`src/rtl/rand_pkg.sv`:
```
// rtl/rand_pkg.sv - shared types, constants and range-mask helper for the random request arbiter
package rand_pkg;

  typedef enum logic [1:0] {
    IDLE    = 2'd0,
    DRAW    = 2'd1,
    DELIVER = 2'd2
  } rand_state_t;

  localparam logic [31:0] SEED_DEFAULT = 32'h6B1CCA14;
  localparam logic [31:0] LFSR_LOCKUP  = 32'hFFFFFFFF;

  // Smallest 2^k-1 covering LIMIT-1; LIMIT of 0 selects the full byte range.
  function automatic logic [7:0] limit_mask(input logic [7:0] limit);
    logic [7:0] v;
    if (limit == 8'd0) begin
      return 8'hFF;
    end
    v = limit - 8'd1;
    v = v | (v >> 1);
    v = v | (v >> 2);
    v = v | (v >> 4);
    return v;
  endfunction

endpackage

```
`src/rtl/rand_request_arbiter_if.sv`:
```
// rtl/rand_request_arbiter_if.sv - requester-side bus of the random request arbiter
interface rand_request_arbiter_if #(
  parameter int NUM_REQ = 4
);
  logic [NUM_REQ-1:0]   REQ;
  logic [8*NUM_REQ-1:0] LIMIT;
  logic                 RESEED;
  logic [31:0]          RESEED_VAL;
  logic [NUM_REQ-1:0]   GNT;
  logic [7:0]           RAND_OUT;
  logic                 VALID;
  logic                 BUSY;

  modport master (
    output REQ, LIMIT, RESEED, RESEED_VAL,
    input  GNT, RAND_OUT, VALID, BUSY
  );

  modport slave (
    input  REQ, LIMIT, RESEED, RESEED_VAL,
    output GNT, RAND_OUT, VALID, BUSY
  );
endinterface

```
`src/rtl/lfsr32_step.sv`:
```
// rtl/lfsr32_step.sv - 32-bit XNOR LFSR (taps 32,22,2,1) with load and step enable
module lfsr32_step
  import rand_pkg::*;
#(
  parameter logic [31:0] SEED = SEED_DEFAULT
) (
  input  logic        CLK,
  input  logic        RST,
  input  logic        EN,
  input  logic        LOAD,
  input  logic [31:0] LOAD_VAL,
  output logic [31:0] Q
);

  always_ff @(posedge CLK or posedge RST) begin
    if (RST) begin
      Q <= SEED;
    end else if (LOAD) begin
      Q <= LOAD_VAL;
    end else if (EN) begin
      Q <= {Q[30:0], ~(Q[31] ^ Q[21] ^ Q[1] ^ Q[0])};
    end
  end

endmodule

```
`src/rtl/rand_request_arbiter.sv`:
```
// rtl/rand_request_arbiter.sv - round-robin arbiter handing out bounded random bytes from a shared LFSR
module rand_request_arbiter
  import rand_pkg::*;
#(
  parameter int          NUM_REQ   = 4,
  parameter logic [31:0] SEED      = SEED_DEFAULT,
  parameter int          MAX_TRIES = 8
) (
  input logic                   CLK,
  input logic                   RST,
  rand_request_arbiter_if.slave bus
);

  localparam int         PTR_W     = $clog2(NUM_REQ);
  localparam logic [3:0] TRIES_MAX = 4'(MAX_TRIES);

  rand_state_t      state_q, state_d;
  logic [PTR_W-1:0] ptr_q, ptr_d;
  logic [PTR_W-1:0] win_q, win_d;
  logic [7:0]       lim_q, lim_d;
  logic [3:0]       tries_q, tries_d;
  logic [7:0]       rand_q, rand_d;

  logic [31:0]      lfsr_q;
  logic [31:0]      load_val;
  logic             arb_hit;
  logic [PTR_W-1:0] arb_idx;
  logic [PTR_W-1:0] arb_j;
  logic [7:0]       arb_lim;
  logic [7:0]       cand;
  logic             accept;
  logic             unused_lfsr_hi;

  // Reseeding with the XNOR lock-up state would freeze the generator.
  assign load_val = (bus.RESEED_VAL == LFSR_LOCKUP) ? SEED : bus.RESEED_VAL;

  lfsr32_step #(.SEED(SEED)) u_lfsr (
    .CLK      (CLK),
    .RST      (RST),
    .EN       (state_q == DRAW),
    .LOAD     ((state_q == IDLE) && bus.RESEED),
    .LOAD_VAL (load_val),
    .Q        (lfsr_q)
  );

  assign unused_lfsr_hi = ^lfsr_q[31:8];

  // First requester strictly after the pointer wins, wrapping around.
  always_comb begin
    arb_hit = 1'b0;
    arb_idx = '0;
    arb_j   = '0;
    for (int k = 1; k <= NUM_REQ; k++) begin
      arb_j = PTR_W'((int'(ptr_q) + k) % NUM_REQ);
      if (!arb_hit && bus.REQ[arb_j]) begin
        arb_hit = 1'b1;
        arb_idx = arb_j;
      end
    end
  end

  assign arb_lim = bus.LIMIT[{arb_idx, 3'b000} +: 8];
  assign cand    = lfsr_q[7:0] & limit_mask(lim_q);
  assign accept  = (lim_q == 8'd0) || (cand < lim_q);

  always_ff @(posedge CLK or posedge RST) begin
    if (RST) begin
      state_q <= IDLE;
    end else begin
      state_q <= state_d;
    end
  end

  always_comb begin
    state_d = state_q;
    ptr_d   = ptr_q;
    win_d   = win_q;
    lim_d   = lim_q;
    tries_d = tries_q;
    rand_d  = rand_q;
    case (state_q)
      IDLE: begin
        if (!bus.RESEED && arb_hit) begin
          win_d   = arb_idx;
          lim_d   = arb_lim;
          tries_d = '0;
          state_d = DRAW;
        end
      end
      DRAW: begin
        if (accept) begin
          rand_d  = cand;
          state_d = DELIVER;
        end else if (tries_q + 4'd1 == TRIES_MAX) begin
          // cand <= mask < 2*LIMIT, so the folded value is always in range.
          rand_d  = cand - lim_q;
          state_d = DELIVER;
        end else begin
          tries_d = tries_q + 4'd1;
        end
      end
      DELIVER: begin
        ptr_d   = win_q;
        state_d = IDLE;
      end
      default: state_d = IDLE;
    endcase
  end

  always_ff @(posedge CLK or posedge RST) begin
    if (RST) begin
      ptr_q   <= PTR_W'(NUM_REQ - 1);
      win_q   <= '0;
      lim_q   <= '0;
      tries_q <= '0;
      rand_q  <= '0;
    end else begin
      ptr_q   <= ptr_d;
      win_q   <= win_d;
      lim_q   <= lim_d;
      tries_q <= tries_d;
      rand_q  <= rand_d;
    end
  end

  assign bus.GNT      = (state_q == DELIVER) ? (NUM_REQ'(1) << win_q) : '0;
  assign bus.VALID    = (state_q == DELIVER);
  assign bus.BUSY     = (state_q != IDLE);
  assign bus.RAND_OUT = rand_q;

endmodule
```
`src/flat_wrapper.sv`:
```
// flat-port wrapper written by rule: the top's interface ports become plain ports
module rand_request_arbiter_flat import rand_pkg::*;
#(
  parameter int          NUM_REQ   = 4,
  parameter logic [31:0] SEED      = SEED_DEFAULT,
  parameter int          MAX_TRIES = 8
)
  (CLK, RST, bus_REQ, bus_LIMIT, bus_RESEED, bus_RESEED_VAL, bus_GNT, bus_RAND_OUT, bus_VALID, bus_BUSY);
  rand_request_arbiter_if #(.NUM_REQ(NUM_REQ)) bus_i ();
  input logic CLK;
  input logic RST;
  input wire logic [$bits(bus_i.REQ)-1:0] bus_REQ;
  input wire logic [$bits(bus_i.LIMIT)-1:0] bus_LIMIT;
  input wire logic [$bits(bus_i.RESEED)-1:0] bus_RESEED;
  input wire logic [$bits(bus_i.RESEED_VAL)-1:0] bus_RESEED_VAL;
  output wire logic [$bits(bus_i.GNT)-1:0] bus_GNT;
  output wire logic [$bits(bus_i.RAND_OUT)-1:0] bus_RAND_OUT;
  output wire logic [$bits(bus_i.VALID)-1:0] bus_VALID;
  output wire logic [$bits(bus_i.BUSY)-1:0] bus_BUSY;
  assign bus_i.REQ = bus_REQ;
  assign bus_i.LIMIT = bus_LIMIT;
  assign bus_i.RESEED = bus_RESEED;
  assign bus_i.RESEED_VAL = bus_RESEED_VAL;
  assign bus_GNT = bus_i.GNT;
  assign bus_RAND_OUT = bus_i.RAND_OUT;
  assign bus_VALID = bus_i.VALID;
  assign bus_BUSY = bus_i.BUSY;
  rand_request_arbiter #(.NUM_REQ(NUM_REQ), .SEED(SEED), .MAX_TRIES(MAX_TRIES)) u_core (.CLK(CLK), .RST(RST), .bus(bus_i));
endmodule
```
`config.mk`:
```
export PLATFORM = sky130hd
export DESIGN_NAME = rand_request_arbiter_flat
export DESIGN_NICKNAME = d
export VERILOG_FILES = /design/src/rtl/rand_pkg.sv /design/src/rtl/rand_request_arbiter_if.sv /design/src/rtl/lfsr32_step.sv /design/src/rtl/rand_request_arbiter.sv /design/src/flat_wrapper.sv
export SDC_FILE = /design/constraint.sdc
export NUM_CORES = 1
export LEC_CHECK = 0
export ABC_CLOCK_PERIOD_IN_PS = 9500
export CORE_UTILIZATION = 50
export DETAILED_ROUTE_END_ITERATION = 8
export GPL_ROUTABILITY_DRIVEN = 0
export HOLD_SLACK_MARGIN = 0.06
export MAX_ROUTING_LAYER = met4
export PLACE_DENSITY = 0.87
export SYNTH_ARGS = -nofsm -noshare
export SYNTH_HDL_FRONTEND = slang
export SYNTH_SLANG_ARGS = --single-unit
```
`constraint.sdc`:
```
create_clock -name CLK -period 9.5 [get_ports CLK]
set_input_delay 2.375 -clock CLK [delete_from_list [all_inputs] [get_ports CLK]]
set_output_delay 2.375 -clock CLK [all_outputs]
set_load 0.05 [all_outputs]
```
==> out/metrics.yaml <==
status:
  status: "completed"
global_routing:
  grt_usage: 0.2789
  grt_pass1_vias: 3342
  grt_first_pass_wirelength_um: 15840
  grt_antenna_before_repair: 0
  grt_max_degree: 59
  overflow: 0
flow_run:
  max_cap_violations: 0
sta:
  tightest_slew_ns: 1.002
  max_freq_mhz: 217.8
  worst_slack_ns: 4.908
  max-slew-margin-rel: 0.3308
  finalCritPeriodShare: 0.4833
  drv_slew: 0
  finalSetupTns_ns: 0
  rsz0062_at_grt: "no"
  fin_worst_skew_ns: 0.01294
  setup_viol: 0
  finalHoldViolations: 0
  min_period_ns: 4.592
  timing.hold.ws_ns: 0.4605
critical_path:
  cp-end-kind: "output pin"
  crit_type: "reg2out"
  crit_cells: 5
  crit_fanout: 10
  cpLargestDelayFamily: "buffers and inverters"
  path_buf_inv: 2
  crit_slowest_cell: "clkdlybuf4s50_1"
  cp_slowest_stage_delay_ns: 0.80
  startpoint_type: "flip-flop"
  critPathRequiredTime_ns: 7.13
  worstPathCellList: "nand2b_1 -> inv_1 -> nand2_1 -> nor2_1 -> clkdlybuf4s50_1"
  critPathArrivalTime_ns: 2.22
  reg2reg_depth: 15
yosys:
  syn_nets: 480
  yosysTopAreaCellShare: 0.2844
  synth_flop_cell: "dfrtp_1"
  ys_types: 67
  ys_top_cells_by_count: "nand2_1 (46), dfrtp_1 (42), nor2_1 (42)"
  async_flop_share: 1.000
  synth_cells: 397
  synth-edff-count: 0
  syn_area_mm2: 0.003696
  yosysSeqAreaShare: 0.3981
  yosysTopAreaCell: "dfrtp_1"
  synth_seq_cells: 58
  avgSynthCellArea_um2: 9.310
  yosysWarningCount: 0
  synth.most_common_cell: "nand2_1"
  yosys-top-cells-area: "dfrtp_1 (28%), dfstp_2 (11%), mux2i_1 (7.6%)"
min_path:
  hold_path.class: "reg2reg"
  holdPathStages: 2
cells_and_area:
  post-route-util: 0.6821
  area_growth_pct: 28.84
  drive_gt1_frac: 0.1232
  nNetsFinal: 557
  diodes: 0
  fillers: 549
drt:
  routedWlPerCell_um: 16.75
  dr.pass1.iters: 5
  final_antenna_net_count: 0
  remaining_drc_errors: 0
  routed_via_density: 5.897
  first_iter_violations: 313
  dr_total_vias: 3391
  wirelength_um: 9631
floorplan:
  boundaryPins: 85
  start_util: 0.5294
  dieArea_mm2: 0.007740
  core_mm2: 0.006982
  rows: 30
  fp.dieH_um: 87.98
  die_w_um: 87.98
clock_tree:
  cts_buffer_depth: 2
  cts.repair.resized: 0
  clock_latency_ns: 0.35
  clkTransAtPathRegs_ns: 0.07
  cts-root-buf: "clkbuf_8"
  cts_sinks: 58
  cts_buffers: 9
  cts_tree: "built"
  hold_buffers: 0
  post_cts_buffers: 0
  h-tree-depth: 3
power:
  p_clk_frac: 0.145
  pwr-share-comb: 0.568
  p_leak_nw: 1.990
  vdd_drop_max_mv: 0.1776
  p_int_mw: 0.9717
  netSwitchingPower_mw: 0.8148
  seqPwrFrac: 0.287
  finalPower_mw: 1.787
  switching_share: 0.4561
  power_per_cell_area_mw_per_mm2: 375.2
placed_design:
  port_buffers: 84
  place_ws_ns: 4.782
  dp_hpwl_um: 7045
## stage by stage
step	cells	instance area (um2)
finish	575	4762
global placement	559	4542
floorplan	397	3696
detailed placement	559	4542
global route	575	4762
CTS	575	4762
## final timing paths
path | end | slack [ns] | startpoint
min in group asynchronous | u_core.state_q[0] | 2.53 | RST
max in group asynchronous | u_core.lim_q[6] | 6.48 | RST
max reg2reg | u_core.bus.RAND_OUT[0] | 5.29 | u_core.lim_q[1]
min | u_core.u_lfsr.Q[18] | 0.46 | u_core.u_lfsr.Q[18]
max | bus_GNT[2] | 4.91 | u_core.state_q[0]
min reg2reg | u_core.u_lfsr.Q[18] | 0.46 | u_core.u_lfsr.Q[18]
## power by group through the flow
stage / Combinational [mW] / Clock (mW) / Sequential (mW)
after CTS: 1.00 / 0.263 / 0.510
after floorplan: 0.760 / 0 / 0.529
after global placement: 0.957 / 0 / 0.504
final: 1.01 / 0.259 / 0.513
after detailed placement: 0.998 / 0 / 0.511
after global routing: 1.11 / 0.275 / 0.527
## state kept, by name (all words and copies together), names as in the netlist
signal and count:
u_core.ptr_q 2, u_core.bus.RAND_OUT 8, u_core.lim_q 8, u_core.state_q 2
u_core.win_q 2, u_core.tries_q 4, u_core.u_lfsr.Q 32
## layer usage
metal	GRT usage	up-vias	share of wire
li1	-	1604	-
met1	0.3277	1623	0.42
met2	0.4630	143	0.48
met3	0.06032	21	0.074
met4	0.1148	0	0.021
met5	-	-	0
## cells by family (layout without fill, tap and decap cells)
kind of cell | after synthesis | after routing | synth area share
AND/OR/NAND/NOR | 136 | 136 | 0.1784
AO/OA/AOI/OAI | 106 | 106 | 0.1960
flip-flops | 58 | 58 | 0.3981
multiplexers | 38 | 38 | 0.1073
adder cells (fa/ha/maj) | 12 | 12 | 0.04265
buffers and inverters | 37 | 119 | 0.05382
XOR/XNOR | 10 | 10 | 0.02370
## worst reg2reg max path, delay by kind of cell (launching register included)
kind                     cells  cell delay [ns]
multiplexers                 1             0.35
AND/OR/NAND/NOR              2             0.75
flip-flops                   1             0.42
AO/OA/AOI/OAI                6             1.39
adder cells (fa/ha/maj)      3             0.82
XOR/XNOR                     1             0.18
buffers and inverters        2             0.24
## cell usage in the layout (no fill, tap or decap), types with 3 or more instances in the layout
cell type        instances
clkbuf_8                10
inv_1                   16
a211oi_1                 4
nor2b_1                  3
a22oi_1                 15
a31oi_1                  7
nand3_1                  7
xnor2_1                  9
mux2_2                   9
o22ai_1                 17
dfrtp_1                 42
and3_1                   3
nand4_1                 11
a21oi_1                 30
clkdlybuf4s50_1         84
nand2_1                 46
ha_1                    11
nand2b_1                 3
a21o_1                   3
o21ai_0                  4
dfstp_2                 16
nor2_1                  42
mux2i_1                 28
## area by class of cell
class | instances | area [um2] | area share
multi-input combinational | 302 | 2031 | 0.4264
inverter | 17 | 63.81 | 0.01340
sequential | 58 | 1471 | 0.3090
timing repair buffer | 86 | 855.8 | 0.1797
clock inverter | 5 | 78.83 | 0.01655
tap | 96 | 120.1 | 0.02522
clock buffer | 11 | 141.4 | 0.02969
Power figures use the tool's default switching activity.
